==> config.mk <==
export PLATFORM = sky130hd
export DESIGN_NAME = vec_mem_sequencer
export DESIGN_NICKNAME = d
export VERILOG_FILES = /design/src/rtl/vec_mem_sequencer.sv
export SDC_FILE = /design/constraint.sdc
export NUM_CORES = 1
export LEC_CHECK = 0
export ABC_AREA = 1
export CAP_MARGIN = 20
export CORE_AREA = 2 2 181 183
export CTS_BUF_LIST = sky130_fd_sc_hd__clkbuf_8
export CTS_CLUSTER_SIZE = 8
export DETAILED_ROUTE_END_ITERATION = 6
export DIE_AREA = 0 0 183 185
export MAX_ROUTING_LAYER = met4
export PLACE_DENSITY = 0.78
export SETUP_SLACK_MARGIN = 0.02
export SKIP_CTS_REPAIR_TIMING = 1
export SLEW_MARGIN = 15
export SYNTH_ARGS = -nofsm -noshare
export SYNTH_HDL_FRONTEND = slang
export SYNTH_SLANG_ARGS = --single-unit
==> constraint.sdc <==
create_clock -name clk -period 4.2 [get_ports clk]
set_clock_uncertainty 0.1 [all_clocks]
set_input_delay 0.84 -clock clk [delete_from_list [all_inputs] [get_ports clk]]
set_output_delay 0.84 -clock clk [all_outputs]
set_load 0.05 [all_outputs]
==> src/rtl/vec_mem_sequencer.sv <==
// Vector memory sequencer for the MEM stage.
// Serialises VLDW/VLDH/VSTW/VSTH over the single 32-bit data-memory port,
// one lane per cycle, stalling the pipeline while it owns the port.
// When idle, scalar load/store traffic passes straight through.

module vec_mem_sequencer #(
   parameter int LANES  = 4,
   parameter int ADDR_W = 32
) (
   input  logic                clk,
   input  logic                rst_n,
   input  logic                i_start,
   input  logic [1:0]          i_vop,
   input  logic [ADDR_W-1:0]   i_base_addr,
   input  logic [32*LANES-1:0] i_vst_data,
   input  logic [ADDR_W-1:0]   i_scalar_addr,
   input  logic [31:0]         i_scalar_wdata,
   input  logic                i_scalar_we,
   input  logic                i_scalar_half,
   input  logic [31:0]         i_mem_rdata,
   output logic [ADDR_W-1:0]   o_mem_addr,
   output logic [31:0]         o_mem_wdata,
   output logic                o_mem_we,
   output logic                o_mem_half,
   output logic                o_stall,
   output logic                o_done,
   output logic                o_vld_we,
   output logic [32*LANES-1:0] o_vld_data
);

   // Lane counter only has to reach LANES-1.
   localparam int              CNT_W     = (LANES > 1) ? $clog2(LANES) : 1;
   localparam logic [CNT_W-1:0] LAST_LANE = CNT_W'(LANES - 1);
   localparam logic [CNT_W-1:0] CNT_ONE   = CNT_W'(1);

   // vop encoding: bit 1 selects store, bit 0 selects halfword.
   typedef enum logic [2:0] {
      S_IDLE,
      S_LOAD,
      S_LWAIT,
      S_STORE,
      S_DONE
   } state_t;

   state_t              r_state;
   logic [1:0]          r_vop;
   logic [ADDR_W-1:0]   r_base;
   logic [32*LANES-1:0] r_vst_data;
   logic [CNT_W-1:0]    r_cnt;
   logic [32*LANES-1:0] r_vld_data;

   logic [ADDR_W-1:0]   w_lane_off;
   logic [ADDR_W-1:0]   w_lane_addr;
   logic [31:0]         w_lane_wdata;
   logic [31:0]         w_load_word;
   logic [CNT_W-1:0]    w_cap_idx;

   // Lane address, store word, formatted load word and capture slot.
   always_comb begin
      // NOTE: every always_comb output gets a default first so no path leaves it unassigned (no latch).
      w_lane_off   = r_vop[0] ? (ADDR_W'(r_cnt) << 1) : (ADDR_W'(r_cnt) << 2);
      // Modulo 2^ADDR_W: the sum simply wraps, no alignment check.
      w_lane_addr  = r_base + w_lane_off;
      w_lane_wdata = r_vst_data[32*r_cnt +: 32];
      // Halfword loads are sign-extended from bits [15:0].
      w_load_word  = r_vop[0] ? {{16{i_mem_rdata[15]}}, i_mem_rdata[15:0]} : i_mem_rdata;
      // Read data lags the address by one cycle, so LOAD fills lane cnt-1
      // and LWAIT fills the last lane.
      w_cap_idx    = (r_state == S_LWAIT) ? LAST_LANE : (r_cnt - CNT_ONE);
   end

   // Sequencer state, instruction latches, lane counter and load vector.
   always_ff @(posedge clk or negedge rst_n) begin
      if (!rst_n) begin
         r_state    <= S_IDLE;
         r_vop      <= '0;
         r_base     <= '0;
         r_vst_data <= '0;
         r_cnt      <= '0;
         // NOTE: the load vector is a small register bank, not a RAM, so it is reset; an abandoned load leaves no partial data.
         r_vld_data <= '0;
      end else begin
         // NOTE: sequential state uses non-blocking assignments so every register samples pre-edge values.
         case (r_state)
            S_IDLE: begin
               if (i_start) begin
                  r_vop      <= i_vop;
                  r_base     <= i_base_addr;
                  r_vst_data <= i_vst_data;
                  r_cnt      <= '0;
                  r_state    <= i_vop[1] ? S_STORE : S_LOAD;
               end
            end
            S_LOAD: begin
               if (r_cnt != '0) begin
                  r_vld_data[32*w_cap_idx +: 32] <= w_load_word;
               end
               if (r_cnt == LAST_LANE) begin
                  r_state <= S_LWAIT;
               end else begin
                  r_cnt <= r_cnt + CNT_ONE;
               end
            end
            S_LWAIT: begin
               r_vld_data[32*w_cap_idx +: 32] <= w_load_word;
               r_state <= S_DONE;
            end
            S_STORE: begin
               if (r_cnt == LAST_LANE) begin
                  r_state <= S_DONE;
               end else begin
                  r_cnt <= r_cnt + CNT_ONE;
               end
            end
            // A start still high here belongs to the finished instruction.
            S_DONE: begin
               r_state <= S_IDLE;
            end
            default: begin
               r_state <= S_IDLE;
            end
         endcase
      end
   end

   // Memory port ownership and pipeline handshake, decoded from state.
   always_comb begin
      o_mem_addr  = i_scalar_addr;
      o_mem_wdata = i_scalar_wdata;
      o_mem_we    = i_scalar_we;
      o_mem_half  = i_scalar_half;
      o_stall     = 1'b0;
      o_done      = 1'b0;
      o_vld_we    = 1'b0;
      case (r_state)
         S_IDLE: begin
            // Accept cycle: scalar port still forwarded but writes blocked.
            if (i_start) begin
               o_stall  = 1'b1;
               o_mem_we = 1'b0;
            end
         end
         S_LOAD, S_LWAIT: begin
            o_mem_addr  = w_lane_addr;
            o_mem_wdata = '0;
            o_mem_we    = 1'b0;
            o_mem_half  = r_vop[0];
            o_stall     = 1'b1;
         end
         S_STORE: begin
            o_mem_addr  = w_lane_addr;
            o_mem_wdata = w_lane_wdata;
            o_mem_we    = 1'b1;
            o_mem_half  = r_vop[0];
            o_stall     = 1'b1;
         end
         S_DONE: begin
            o_done   = 1'b1;
            o_vld_we = ~r_vop[1];
         end
         default: begin
            o_stall = 1'b0;
         end
      endcase
   end

   assign o_vld_data = r_vld_data;

endmodule

* Word level (Yosys, flattened, before mapping)
Index checks and enable logic that the tools add are counted.
Widths: inputs -> output; s select.
** Word-level totals
- Flip-flop bits (word level) :: 295
- Output and inout bits :: 197
- Logic and storage cells :: 58
** Cells by class
- Add/sub/neg operators :: 4
- Equality and inequality tests :: 10
- Shifts and indexed selects :: 3
- Mux-type cells :: 23
- Bitwise gates (word level) :: 1
- Reduce and logical (&&, ||, !) cells :: 11
** Operator list (number)
- $pmux 128 s2 :: 1
- $bwmux 128 :: 1
- $mux 128 :: 1
- $shift 32x34->128 const A :: 1
- $shiftx 128x8->32 :: 1
- $shiftx 32x34->128 :: 1
- $mux 32 :: 2
- $pmux 32 s2 :: 1
- $neg 7->34 :: 1
- $add 32x4->32 :: 1
- $pmux 3 s4 :: 1
- $ne 2x2->1 const B :: 5
- $mux 3 :: 3
- $mux 2 :: 4
- $eq 3x2->1 const B :: 2
- $reduce_and 3->1 :: 2
- $reduce_bool 2->1 :: 3
- $mux 1 :: 5
- $mux 4 :: 1
- $pmux 2 s2 :: 1
- $reduce_and 2->1 :: 2
- $reduce_or 2->1 :: 2
- $eq 3x1->1 const B :: 1
- $eq 3x3->1 const B :: 1
- 8 further kinds :: 8

* Depth between registers and ports, before layout
- Depth after elaboration :: 7
- Mapped depth :: 18
- Mapped depth without buffers :: 15

* Worst setup path before layout
No wires, ideal clock.
- Path kind :: reg2out
- Start point :: reg r_cnt[0]
- End point :: out o_mem_addr[12]
- Arrival time :: 3.180 ns
- Path slack :: 0.080 ns
- Cell stages (with the launch flop) :: 13
- Path through :: dfrtp_1 buf_2 buf_2 buf_1 o21ai_0 inv_1 ha_1 nand2_1 nand2_1 nand2_1 nor2_1 xor2_1 o21ai_0
** Between the ends
- Longest elaborated chain between the ends :: 3
** Ends and longest elaborated chain
- start, declared :: line 49 : logic [CNT_W-1:0] r_cnt;
- start signal, assigned :: line 101 : r_cnt <= r_cnt + CNT_ONE;
- start signal, assigned :: line 112 : r_cnt <= r_cnt + CNT_ONE;
- $mux 4 :: line 61 : w_lane_off = r_vop[0] ? (ADDR_W'(r_cnt) << 1) : (ADDR_W'(r_cnt) << 2);
- $add 32x4->32 :: line 63 : w_lane_addr = r_base + w_lane_off;
- $mux 32 :: line 135 : case (r_state)
- end, declared :: line 21 : output logic [ADDR_W-1:0] o_mem_addr,
Every way passes these cells.

* Worst setup path after layout
- Start point :: reg r_state[1]
- End point :: out o_mem_half
** Between the ends
- Longest elaborated chain between the ends :: 3
- Elaborated cells on any way between the ends :: 5
- Classes of those cells :: eq/ne (3); mux (1); reduce/logical (1)
** Ends and longest elaborated chain
- start, declared :: line 45 : state_t r_state;
- start signal, assigned :: line 91 : r_state <= i_vop[1] ? S_STORE : S_LOAD;
- $eq 3x2->1 / $eq 3x1->1 (equally long branches) :: line 135
- $reduce_or 3->1 (no line) (*)
- $mux 1 (*) :: line 135
- end, declared :: line 24 : output logic o_mem_half,
Mark *: on every way between the ends. The rest lies on a longest branch, timed or not.

==> flow_summary_export.csv <==
group,metric,value,unit
outcome,status,"finished, final reports clean",
synthesis,synthCells,1869,
routing,first_pass_iters,5,
routing,drt_iter0_drc,1201,
timing,period_share,92.2,%
routing,vias,14400,
worst_hold_path,min_path_type,"input pin to asynchronous set/reset pin",
global_routing,grt_max_degree,177,
timing,setup_tns,0,ps
die,start_util,44.6,%
cells_and_area,multiInputGateArea,6160,sq um
routing,route.detailed.drc,0,
placed_design,dpl_cell_area,19700,sq um
die,ios,460,
placed_design,io_buffers,459,
placed_design,gp_congestion,0.959,
timing,setup_violations,0,
timing,rsz0062_at_grt,"true",
global_routing,grt_util_met3,6.15,%
timing,slew_headroom,36.2,%
clocking,h-tree-depth,2,
timing,worstMarginPinSlew,955,ps
power,power_switching,0.00965,W
global_routing,grt_pass1_vias,14400,
critical_path,cp_slowest_cell,"clkdlybuf4s50_1",
critical_path,cp.arrival,2930,ps
run,cap_violations,0,
cells_and_area,post-route-util,64.6,%
cells_and_area,fillCellCount,2704,
synthesis,syn_area,14300,sq um
cells_and_area,layout_commonest_cell,"nand2_1",
power,switching_share,50.0,%
critical_path,required,3260,ps
routing,finalWirelength,48600,um
synthesis,ys_seq_area_share,51.7,%
power,p_int,0.00964,W
power,powerDensity,932,nW/um^2
clocking,cts_made_buffers,50,
power,p_clk_share,12.7,%
synthesis,syn_nets,2143,
timing,max_freq,0.258,GHz
placed_design,hpwl,35000,um
critical_path,endpoint_kind,"output port",
clocking,cts_tree,"built",
die,die_area,33900,sq um
cells_and_area,seqCellArea,7380,sq um
synthesis,synth_cell_types,30,
die,die_h,185,um
critical_path,cp_max_fo,22,
routing,routedWlPerCell,17.8,um
critical_path,startpoint_type,"flip-flop",
synthesis,async_reset_ff_share,100,%
critical_path,max_stage_delay,790,ps
placed_design,dp_cells,2645,
global_routing,grt-ovfl-total,0,
die,row_count,66,
die,die-width,183,um
synthesis,synth_edf_count,0,
synthesis,synth_flop_cell,"dfrtp_1",
global_routing,gr-max-usage-layer,"met2",
clocking,clkTransAtPathRegs,60,ps
power,power_frac_comb,61.5,%
timing,period_minus_slack,3870,ps
timing,maxSlewViolCount,0,
clocking,clk_path_buf_depth,3,
synthesis,yosys_warnings,0,
global_routing,grt_util_met2,46.7,%
power,pwr-share-seq,25.8,%
clocking,clock_latency,550,ps
routing,via_per_inst,5.28,
global_routing,track_usage,29.4,%
cells_and_area,layout-drive-gt1-share,7.67,%
cells_and_area,nets,2563,
clocking,cts.sinks,295,
power,total_power,0.0193,W
die,core,32000,sq um
synthesis,synth.avg_cell_area,7.64,sq um
critical_path,critical_path_class,"flip-flop to output port",
clocking,root_buffer,"clkbuf_8",
power,ir_drop,0.606,mV
power,p_leak,9.86,nW
cells_and_area,synthToLayoutAreaGrowth,45.0,%
global_routing,use_met1,36.2,%
routing,ant_nets,0,
global_routing,antenna_found_initial,7,
cells_and_area,layout_common_cells,"940 x nand2_1, 396 x clkdlybuf4s50_1, 294 x dfrtp_1",
timing,hold_violations,0,
cells_and_area,final_cells,2736,
synthesis,ys_ff_latch,295,
critical_path,crit_chain,"nor2_1 > inv_1 > nand2_2 > inv_1 > buf_4 > nand2_1 > nand2_1 > clkdlybuf4s50_1",
global_routing,grt_pass1_wl,76100,um
cells_and_area,fin_area,20700,sq um
-- area by class of cell --
| class | count | share of cell area (%) |
|---|---|---|
| antenna | 7 | 0.0846 |
| clock buffer | 62 | 4.12 |
| clock inverter | 22 | 0.453 |
| inverter | 61 | 1.12 |
| multi-input combinational | 1397 | 29.8 |
| sequential | 295 | 35.7 |
| tap | 408 | 2.47 |
| timing repair buffer | 484 | 26.3 |
-- cell usage after synthesis (5+ instances only) --
cell type / number / area share [%]
a32o_1: 32 / 2.2
buf_1: 7 / 0.18
buf_2: 60 / 2.1
clkbuf_1: 47 / 1.2
dfrtp_1: 295 / 52
ha_1: 10 / 0.88
inv_1: 57 / 1.5
nand2_1: 941 / 25
nand3_1: 132 / 4.6
nor2_1: 82 / 2.2
o21ai_0: 104 / 3.6
o21ai_1: 33 / 1.2
o31ai_1: 33 / 1.7
xor2_1: 5 / 0.31
-- through the flow --
step	hold slack [ps]	setup WS (ps)
finish	199	328
global route	227	2.57
CTS	185	224
detailed placement	358	520
global placement	354	617
floorplan	342	79.9
-- cell families (layout without fill, tap and decap cells) --
group / count (synthesis) / in the layout / share of synthesized area [%]
other: 0 / 7 / 0
adder cells (fa/ha/maj): 11 / 11 / 1.02
AO/OA/AOI/OAI: 206 / 206 / 9.05
AND/OR/NAND/NOR: 1174 / 1174 / 32.6
XOR/XNOR: 6 / 6 / 0.368
flip-flops: 295 / 295 / 51.7
buffers and inverters: 177 / 629 / 5.29
-- power groups by stage --
stage	clock, W	sequential, W	combinational [W]
6_report	0.00245	0.00498	0.0119
2_1_floorplan	0	0.00654	0.00552
5_1_grt	0.00263	0.00512	0.0127
3_3_place_gp	0	0.00494	0.0117
4_1_cts	0.00249	0.00496	0.0119
3_5_place_dp	0	0.00499	0.0119
-- metal layers --
layer  vias to the layer above  share of wire (%)
li1                       6810                  -
met4                         0                4.8
met2                       697                 47
met5                         -                  0
met3                       139                9.0
met1                      6800                 39
-- critical path, delay by kind of cell, from the launching register on --
family | cells | cell delay [ps]
flops | 1 | 400
buf+inv | 4 | 1430
simple gates | 4 | 520
-- registers in the layout, summed over array words and instances (netlist names) --
signal	count
r_cnt	2
r_state	3
r_vst_data	128
r_base	32
r_vop	2
o_vld_data	128
-- worst paths after layout --
path                                start        endpoint  slack (ps)  cells after the start
min in group clk           r_vst_data[64]  r_vst_data[64]         370                      2
min                                 rst_n  o_vld_data[56]         200                      1
max reg2reg                      r_cnt[0]   o_vld_data[6]         530                     11
max                            r_state[1]      o_mem_half         330                      8
min reg2reg                r_vst_data[64]  r_vst_data[64]         370                      2
max in group asynchronous           rst_n  o_vld_data[47]        2830                      2
Power figures use the tool's default switching activity.
